[src/rtl/hart_defs_pkg.sv]
// Shared hart-level definitions: PC/fetch bundles and the fetch credit limit.
// Latency: n/a (types and constants only).
// Backpressure: n/a.
package hart_defs;

    localparam int XLEN         = 32;
    localparam int MAX_INFLIGHT = 2;

    // Upstream PC pipeline register contents.
    typedef struct packed {
        logic            valid;
        logic [XLEN-1:0] pc;
    } pc_t;

    // Fetched instruction handed to decode.
    typedef struct packed {
        logic            valid;
        logic [XLEN-1:0] pc;
        logic [XLEN-1:0] inst;
    } fetch_t;

endpackage

[src/rtl/sync_fifo.sv]
// Generic synchronous FIFO with registered storage and a synchronous clear.
// Latency: pushed data is visible at the head one cycle after the push edge.
// Backpressure: none internal; a push into a full FIFO without a same-cycle pop is ignored.
//
// Ports:
//   clock, reset         - clock and asynchronous active-high reset
//   clear                - drops all entries at the next edge (push/pop ignored that cycle)
//   push, push_data      - write one entry
//   pop                  - retire the head entry (ignored when empty)
//   head_data            - current head entry (stale when count == 0)
//   count                - number of valid entries
module sync_fifo #(
    parameter  int WIDTH = 8,
    parameter  int DEPTH = 2,
    localparam int PW    = (DEPTH > 1) ? $clog2(DEPTH) : 1,
    localparam int CW    = $clog2(DEPTH + 1)
) (
    input  logic             clock,
    input  logic             reset,
    input  logic             clear,
    input  logic             push,
    input  logic [WIDTH-1:0] push_data,
    input  logic             pop,
    output logic [WIDTH-1:0] head_data,
    output logic [CW-1:0]    count
);

    logic [WIDTH-1:0] mem [DEPTH];
    logic [PW-1:0]    wr_ptr;
    logic [PW-1:0]    rd_ptr;
    logic             do_push;
    logic             do_pop;

    // Wrap explicitly so non-power-of-two depths stay in range.
    function automatic logic [PW-1:0] next_ptr(input logic [PW-1:0] p);
        return (p == PW'(DEPTH - 1)) ? '0 : p + PW'(1);
    endfunction

    assign do_pop    = pop && (count != '0);
    // A full FIFO can still accept a push when the head leaves in the same cycle.
    assign do_push   = push && ((count != CW'(DEPTH)) || do_pop);
    assign head_data = mem[rd_ptr];

    always_ff @(posedge clock or posedge reset) begin
        if (reset) begin
            wr_ptr <= '0;
            rd_ptr <= '0;
            count  <= '0;
            for (int i = 0; i < DEPTH; i++) begin
                mem[i] <= '0;
            end
        end else if (clear) begin
            wr_ptr <= '0;
            rd_ptr <= '0;
            count  <= '0;
        end else begin
            if (do_push) begin
                mem[wr_ptr] <= push_data;
                wr_ptr      <= next_ptr(wr_ptr);
            end
            if (do_pop) begin
                rd_ptr <= next_ptr(rd_ptr);
            end
            count <= count + CW'(do_push) - CW'(do_pop);
        end
    end

endmodule

[src/rtl/fetch_stage.sv]
// Instruction fetch: issues imem reads for upstream PCs and pairs in-order responses with their PCs.
// Latency: inst_out valid one cycle after the memory response; request issue is combinational.
// Backpressure: credit limit on in-flight + buffered entries; stall_out on stall_in, !imem_req_ready or no credit.
//
// Ports:
//   clock, reset                     - clock and asynchronous active-high reset
//   pc_in                            - upstream PC {valid, pc}
//   stall_out                        - hold request to the upstream PC stage
//   stall_in                         - decode cannot take inst_out this cycle
//   flush_in                         - redirect: drop buffered work and discard outstanding responses
//   imem_req_valid/ready/addr        - instruction memory read request channel
//   imem_resp_valid/data             - in-order read responses, no backpressure
//   inst_out                         - fetched {valid, pc, inst} to decode
module fetch_stage
    import hart_defs::pc_t;
    import hart_defs::fetch_t;
#(
    parameter int MAX_INFLIGHT = hart_defs::MAX_INFLIGHT,
    // Must match hart_defs::XLEN, which sizes pc_t and fetch_t.
    parameter int XLEN         = hart_defs::XLEN
) (
    input  logic            clock,
    input  logic            reset,
    input  pc_t             pc_in,
    output logic            stall_out,
    input  logic            stall_in,
    input  logic            flush_in,
    output logic            imem_req_valid,
    input  logic            imem_req_ready,
    output logic [XLEN-1:0] imem_req_addr,
    input  logic            imem_resp_valid,
    input  logic [XLEN-1:0] imem_resp_data,
    output fetch_t          inst_out
);

    localparam int            CW       = $clog2(MAX_INFLIGHT + 1);
    localparam int            FW       = $bits(fetch_t);
    localparam logic [CW:0]   CRED_MAX = (CW + 1)'(MAX_INFLIGHT);

    logic [CW-1:0]   inflight;   // issued, response not yet returned (includes discarded ones)
    logic [CW-1:0]   discard;    // responses still owed to requests issued before a flush
    logic [CW-1:0]   bufcnt;
    logic [CW-1:0]   pendcnt;
    logic [CW:0]     credits;
    logic            issue;
    logic            resp_ok;
    logic            resp_keep;
    logic            buf_pop;
    logic [XLEN-1:0] pend_pc;
    fetch_t          buf_wr;
    logic [FW-1:0]   buf_head;

    assign credits = {1'b0, inflight} + {1'b0, bufcnt};

    assign stall_out      = stall_in || !imem_req_ready || (credits == CRED_MAX);
    assign imem_req_valid = pc_in.valid && !flush_in && (credits < CRED_MAX);
    assign imem_req_addr  = pc_in.pc;
    assign issue          = imem_req_valid && imem_req_ready;

    // A response with nothing outstanding is a protocol error and is ignored.
    assign resp_ok   = imem_resp_valid && (inflight != '0);
    // Responses owed to pre-flush requests, or arriving with a flush, never reach decode.
    assign resp_keep = resp_ok && (discard == '0) && !flush_in;
    assign buf_pop   = (bufcnt != '0) && !stall_in;

    assign buf_wr = '{valid: 1'b1, pc: pend_pc, inst: imem_resp_data};

    // Storage is not wiped on flush, so mask the head while empty.
    assign inst_out = (bufcnt != '0) ? fetch_t'(buf_head) : '0;

    sync_fifo #(
        .WIDTH (XLEN),
        .DEPTH (MAX_INFLIGHT)
    ) u_pend_fifo (
        .clock     (clock),
        .reset     (reset),
        .clear     (flush_in),
        .push      (issue),
        .push_data (pc_in.pc),
        .pop       (resp_keep),
        .head_data (pend_pc),
        .count     (pendcnt)
    );

    sync_fifo #(
        .WIDTH (FW),
        .DEPTH (MAX_INFLIGHT)
    ) u_out_buf (
        .clock     (clock),
        .reset     (reset),
        .clear     (flush_in),
        .push      (resp_keep),
        .push_data (buf_wr),
        .pop       (buf_pop),
        .head_data (buf_head),
        .count     (bufcnt)
    );

    always_ff @(posedge clock or posedge reset) begin
        if (reset) begin
            inflight <= '0;
            discard  <= '0;
        end else begin
            inflight <= inflight + CW'(issue) - CW'(resp_ok);
            if (flush_in) begin
                // issue is blocked during flush, so only a same-cycle response reduces the debt.
                discard <= inflight - CW'(resp_ok);
            end else if (resp_ok && (discard != '0)) begin
                discard <= discard - CW'(1);
            end
        end
    end

    a_resp_without_request: assert property (
        @(posedge clock) disable iff (reset) imem_resp_valid |-> (inflight != '0)
    ) else $error("fetch_stage: imem response with no request in flight");

    a_pending_pc_present: assert property (
        @(posedge clock) disable iff (reset) resp_keep |-> (pendcnt != '0)
    ) else $error("fetch_stage: kept response with empty pending-PC queue");

endmodule

[config.mk]
export PLATFORM = sky130hd
export DESIGN_NAME = fetch_stage
export DESIGN_NICKNAME = d
export VERILOG_FILES = /design/src/rtl/hart_defs_pkg.sv /design/src/rtl/sync_fifo.sv /design/src/rtl/fetch_stage.sv
export SDC_FILE = /design/constraint.sdc
export NUM_CORES = 1
export LEC_CHECK = 0
export ABC_AREA = 1
export BUFFER_PORTS_ARGS = -buffer_cell sky130_fd_sc_hd__buf_2
export CORE_AREA = 5 5 174 176
export CTS_BUF_LIST = sky130_fd_sc_hd__clkbuf_8 sky130_fd_sc_hd__clkbuf_16
export CTS_CLUSTER_DIAMETER = 80
export CTS_CLUSTER_SIZE = 30
export DETAILED_ROUTE_END_ITERATION = 16
export DIE_AREA = 0 0 179 181
export PLACE_DENSITY = 0.64
export SYNTH_ARGS = -nofsm -noshare
export SYNTH_HDL_FRONTEND = slang
export SYNTH_SLANG_ARGS = --single-unit
[constraint.sdc]
create_clock -name clock -period 7.8 [get_ports clock]
set_input_delay 0 -clock clock [delete_from_list [all_inputs] [get_ports clock]]
set_output_delay 0 -clock clock [all_outputs]
set_load 0.01 [all_outputs]
==> results of run 1 <==
power by group:
group | leakage (nW) | internal, mW | switching (mW)
registers | 2.70 | 1.51 | 0.237
logic | 2.83 | 0.501 | 0.879
clock network | 0.209 | 0.337 | 0.412
metal layers:
metal | vias to the layer above | global-route usage [%]
met5 | - | 0
met2 | 211 | 23.98
met4 | 0 | 2.241
met1 | 3727 | 22.56
li1 | 3931 | -
met3 | 18 | 1.923
state kept, by name (all words and copies together) (netlist names), 2 cells and up:
register and count:
discard 2, inflight 2, u_out_buf.count 2, u_out_buf.mem 130
u_pend_fifo.count 2, u_pend_fifo.mem 64
cells in the final DEF, fill, tap and decap left out, types with 2 or more instances in the layout:
cell type and n:
dfrtp_2 2, inv_8 2, o21ai_0 9, nand3_4 2, clkbuf_16 13, o21ai_1 95
inv_1 59, o21ai_2 30, nand4_1 64, dfrtp_1 204, dlygate4sd3_1 68, inv_2 2
inv_16 2, nand3_1 7, xor2_1 3, xnor2_1 3, mux2i_1 32, a21oi_1 66
inv_6 2, nand2_1 401, nor2_1 11, buf_4 12, nor2_4 4, ha_1 9
buf_2 169
cell type report:
class | instances | share of cell area (%)
clock buffer | 13 | 2.795
clock inverter | 8 | 0.9353
timing repair buffer | 249 | 13.89
tap | 384 | 4.128
multi-input combinational | 741 | 31.87
sequential | 206 | 44.31
inverter | 62 | 2.064
cell families after synthesis:
kind of cell | count (synthesis)
AO/OA/AOI/OAI | 203
XOR/XNOR | 6
adder cells (fa/ha/maj) | 10
buffers and inverters | 175
flip-flops | 206
multiplexers | 32
AND/OR/NAND/NOR | 490
critical path: cells and delay by family (launching register included):
family	cells	cell delay, ps
adder cells (fa/ha/maj)	2	690
buffers and inverters	2	930
flip-flops	1	420
AND/OR/NAND/NOR	6	980
worst min-delay path by stage:
| stage | endpoint | slack, ps |
|---|---|---|
| finish | u_out_buf.mem[83]$_DFFE_PP0P_ | 230 |
| global route | u_out_buf.mem[73]$_DFFE_PP0P_ | 310 |
| CTS | u_out_buf.mem[2]$_DFFE_PP0P_ | 310 |
| detailed placement | imem_req_addr[11] | 230 |
| global placement | imem_req_addr[11] | 230 |
| floorplan | imem_req_addr[0] | 90 |
timing repair:
item,CTS,global route
hold endpoints to repair,275,0
hold buffers,68,0
setup buffers,0,0
==> summary.txt, run 1 <==
Finish
  • FF+latch area: 5157 um2
  • Synth-to-layout area growth: 18.78%
  • Fillers: 2840
  • Non-filler cells in the finished layout: 1663
  • Multi-input gate area in the final layout: 3710 um2
  • Antenna diodes: 0
  • Post-route cell area: 11640 um2
  • Final Util: 40.88%
  • Layout cells sized above 1: 19.08%
  • NumNets Final: 1354

Die
  • Die area: 32400 um2
  • I/O pin total: 170
  • Starting density of the core: 34.42%
  • Cell Rows: 62
  • Core area: 28470 um2
  • Die width: 179 um
  • Die Span Y: 181 um

Synth
  • Post-Synth Simple-Gate Area: 20.85%
  • FF+latch count, synth: 206
  • Post-synthesis adder-cell area fraction: 1.354%
  • Number of flops mapped to enable cells by yosys: 0
  • Post-Synthesis Cells: 1122
  • Commonest cells in the netlist: nand2_1 (402), dfrtp_1 (206), o21ai_1 (95), a21oi_1 (66), nand4_1 (64)
  • Top-area cell type share of the netlist area: 52.61%
  • Main combinational cell family by area after synthesis: simple AND/OR/NAND/NOR gates
  • Compound-Gate Fraction of Synth Area: 11.59%
  • Post-synthesis sequential area ratio: 52.61%
  • Ys async rst share: 100.0%
  • Top FF cell, synth: dfrtp_1
  • Yosys cell types: 26
  • Yosys top cell by area: dfrtp_1
  • Top post-synthesis cells by area: dfrtp_1 (53%), nand2_1 (15%), o21ai_1 (4.9%)
  • Multiplexer area fraction after synthesis: 3.269%
  • Xor and xnor fraction of the mapped netlist area: 0.5363%
  • Count leader, synth: nand2_1
  • Yosys warnings: 0
  • Syn avg cell area: 8.733 um2
  • Post-Syn Nets: 1203
  • Mapped Area: 9798 um2

Route
  • Vias per cell: 4.743
  • Wire length on met2: 11.48 mm
  • Routed length per instance: 14.91 um
  • 1st-iter DRT viols: 638
  • Drt total wl: 24.80 mm
  • Top sig layer: met4
  • M1 WL: 11.80 mm
  • Drt drc: 0
  • Routed wl met3: 1.264 mm
  • Post-route ant nets: 0
  • Via count: 7887
  • Drt first pass iters: 5

Setup path
  • CP required: 8180 ps
  • Flop-to-flop setup slack: 4620 ps
  • CP Max Fanout: 68
  • Crit end category: flop
  • R2r endpoint: u_pend_fifo.mem[25]$_DFFE_PP0P_
  • Setup crit start: inflight[0]$_DFF_PP0_
  • Crit path DAT: 3560 ps
  • Worst path most repeated cell: nand2_1
  • CP startpoint kind: flop
  • CP Class: reg2reg
  • Worst-path cell chain: ha_1 -> fa_1 -> nor2_1 -> nand2_1 -> nor2_4 -> buf_4 -> nand3_1 -> buf_4 -> nand2_1 -> nand2_1
  • Reg2reg path depth: 10
  • Reg2reg start: inflight[0]$_DFF_PP0_
  • CP endpoint: u_pend_fifo.mem[25]$_DFFE_PP0P_
  • CP peak stage delay: 540 ps
  • Slowest-stage cell, CP: buf_4

Placed design
  • Area after DPL: 10520 um2
  • Detailed Place HPWL: 15.06 mm
  • Gpl congestion: 0.7399
  • I/O Buffers: 169
  • Placed cell count: 1574
  • Pre-CTS WS: 4619 ps

Outcome
  • Status: finished, final reports clean

Global routing
  • First-pass GRT wire length: 40.45 mm
  • Total GRT Usage: 15.10%
  • Largest net degree at the start of global routing: 143
  • Initial antenna violation count: 0
  • Vias in the first global route: 7559
  • Grt ovf: 0

Timing
  • PnR worst setup slack: 4620 ps
  • Hold Worst Slack: 232.8 ps
  • Final Setup Violations: 0
  • Setup TNS: 0 ps
  • Final Max Slew Viols: 0
  • Post-layout minimum cycle time: 3180 ps
  • Clk_skew: 21.28 ps
  • Final period utilization: 40.77%
  • Slew @ Worst Pin: 1033 ps
  • Rel. slew slack: 31.14%
  • Fmax: 314.5 MHz
  • RSZ-0062 raised after global routing: false
  • Final Hold Fails: 0

Clocking
  • Clock Latency Late Sink: 480 ps
  • Max Root-Sink Buffers: 3
  • Register clock-pin slew on the reported worst setup and hold paths: 110 ps
  • Clock sink count: 206
  • Root Driver: clkbuf_16
  • H-tree depth: 1
  • Post-CTS Resized: 0
  • CTS tree: done
  • Num CTS Buffers: 13

Power and ir drop
  • Total Power: 3.880 mW
  • Max VDD drop: 0.1461 mV
  • PwrDens: 333.4 nW/um2
  • Leak: 5.745 nW

Job
  • Max cap viols: 0

Worst hold path
  • Worst Hold Class: in2async
Power figures use the tool's default switching activity.
==> run 2: changes to the inputs <==
PLACE_DENSITY = 0.66   (was 0.64)
clock period = 2.9 ns   (was 7.8 ns; I/O delays follow)
==> summary.txt, run 2 (synthesis results as in run 1) <==
Finish
  • Largest regs: u_out_buf.mem x130, u_pend_fifo.mem x64
  • Layout cells sized above 1: 19.46%
  • Largest register FFs: 130
  • Most frequent cells in the layout: nand2_1 (401), dfrtp_1 (204), buf_2 (169)
  • Fillers: 2808
  • Most flops, register: u_out_buf.mem
  • Antenna diodes: 0
  • Final Util: 41.23%
  • Synth-to-layout area growth: 19.81%
  • FF+latch area: 5157 um2
  • Non-filler cells in the finished layout: 1669
  • Multi-input gate area in the final layout: 3710 um2
  • NumNets Final: 1360
  • Commonest non-fill, non-tap cell in the layout: nand2_1

Placed design
  • Gpl congestion: 0.7638
  • I/O Buffers: 169
  • Placed cell count: 1581
  • Detailed Place HPWL: 15.26 mm

Timing
  • Slew @ Worst Pin: 854.7 ps
  • RSZ-0062 raised after global routing: false
  • Final Setup Violations: 0
  • Fmax: 416.7 MHz
  • Final period utilization: 82.75%
  • Hold Worst Slack: 38.25 ps
  • Rel. slew slack: 43.02%
  • Clk_skew: 22.40 ps
  • Setup TNS: 0 ps
  • Post-layout minimum cycle time: 2400 ps
  • Final Max Slew Viols: 0
  • Final Hold Fails: 0

Setup path
  • Reg2reg start: u_out_buf.count[0]$_DFF_PP0_
  • R2r endpoint: u_pend_fifo.mem[4]$_DFFE_PP0P_
  • CP startpoint kind: flop
  • Reg2reg path depth: 8
  • Crit end category: flop
  • CP required: 3310 ps
  • Setup crit start: u_out_buf.count[0]$_DFF_PP0_
  • CP Max Fanout: 64
  • Worst path most repeated cell: nand2_1
  • CP peak stage delay: 530 ps
  • Worst-path cell chain: ha_1 -> fa_1 -> nor2_1 -> nand2_1 -> nor2_4 -> buf_4 -> nand4_1 -> nand2_1
  • Crit path DAT: 2810 ps
  • Slowest-stage cell, CP: buf_4
  • Flop-to-flop setup slack: 500 ps
  • CP endpoint: u_pend_fifo.mem[4]$_DFFE_PP0P_
  • CP Class: reg2reg

Job
  • Max cap viols: 0

Die
  • Cell Rows: 62
  • Die width: 179 um
  • Core area: 28470 um2
  • I/O pin total: 170
  • Die area: 32400 um2
  • Starting density of the core: 34.42%
  • Die Span Y: 181 um

Route
  • 1st-iter DRT viols: 656
  • Drt total wl: 24.88 mm
  • Drt first pass iters: 7
  • Drt drc: 0
  • Post-route ant nets: 0
  • Vias per cell: 4.760
  • Via count: 7944
  • Routed length per instance: 14.91 um

Global routing
  • Total GRT Usage: 15.23%
  • Largest net degree at the start of global routing: 130
  • Initial antenna violation count: 0
  • First-pass GRT wire length: 40.97 mm
  • Grt ovf: 0
  • Vias in the first global route: 7795

Worst hold path
  • Worst Hold Class: in2reg
  • Hold Path Stages: 6

Power and ir drop
  • Sequential share of power: 45.2%
  • Switching share of power: 38.91%
  • P_int: 6.359 mW
  • Power share of the clock group: 18.6%
  • Max VDD drop: 0.3817 mV
  • Total Power: 10.41 mW
  • Leak: 5.801 nW
  • PwrDens: 886.9 nW/um2
  • NetSw: 4.051 mW
  • Comb power frac: 36.2%

Clocking
  • Max Root-Sink Buffers: 3
  • Clock Latency Late Sink: 480 ps
  • Register clock-pin slew on the reported worst setup and hold paths: 110 ps
  • Root Driver: clkbuf_16
  • CTS tree: done
  • H-tree depth: 1
  • Clock sink count: 206
  • Num CTS Buffers: 12
  • Post-CTS Resized: 0

Outcome
  • Status: finished, final reports clean
## run 2: cell count changes in the layout (fill, tap and decap cells not counted), sizes merged
cell	before	now
buf	181	188
clkbuf	13	14
clkinv	1	0
inv	68	67
## run 2: critical path, delay by kind of cell (launching register included)
| family | cells | cell delay, ps |
|---|---|---|
| flip-flops | 1 | 440 |
| buffers and inverters | 1 | 530 |
| adder cells (fa/ha/maj) | 2 | 670 |
| AND/OR/NAND/NOR | 5 | 630 |
## run 2: routing by layer
metal / part of all wire [%] / vias up / global-route usage (%) / routed length [um]
li1: - / 3940 / - / -
met1: 48 / 3794 / 21.83 / 11860
met2: 45 / 187 / 24.72 / 11280
met3: 5.8 / 23 / 2.613 / 1453
met4: 1.2 / 0 / 2.364 / 289
met5: 0 / - / 0 / 0
## run 2: final cells by class
class                           count  area share (%)
Clock buffer                       14           2.888
Clock inverter                      6          0.6075
Inverter                           62           2.014
Multi-Input combinational cell    741           31.60
Sequential cell                   206           43.94
Tap cell                          384           4.093
Timing Repair Buffer              256           14.86
## run 2: power by group through the flow
| stage | logic (mW) | registers (mW) | clock network [mW] |
|---|---|---|---|
| detailed placement | 3.75 | 4.75 | 0 |
| global placement | 3.68 | 4.70 | 0 |
| CTS | 3.83 | 4.70 | 2.02 |
| global route | 4.32 | 4.85 | 2.11 |
| floorplan | 2.74 | 4.60 | 0 |
| finish | 3.76 | 4.71 | 1.94 |
## run 2: per-stage QoR
stage	area (um2)	setup slack (ps)
after floorplan	9802	227.7
after global placement	10650	567.6
after detailed placement	10650	532.8
after CTS	11740	502.0
after global routing	11740	278.3
final	11740	500.1
## run 2: worst min-delay path by stage
stage / slack [ps] / endpoint / startpoint
5_1_grt: 100 / u_pend_fifo.wr_ptr$_DFFE_PP0P_ / imem_req_ready
4_1_cts: 20 / u_pend_fifo.wr_ptr$_DFFE_PP0P_ / imem_req_ready
3_5_place_dp: 200 / u_out_buf.wr_ptr$_DFFE_PP0P_ / reset
3_3_place_gp: 190 / u_out_buf.count[1]$_DFF_PP0_ / reset
2_1_floorplan: 90 / imem_req_addr[0] / pc_in[0]
6_report: 40 / u_pend_fifo.wr_ptr$_DFFE_PP0P_ / imem_req_ready
## run 2: what timing repair did
action	in CTS	in global routing
hold buffers	68	0
hold endpoints to repair	164	0
buffers inserted	0	0
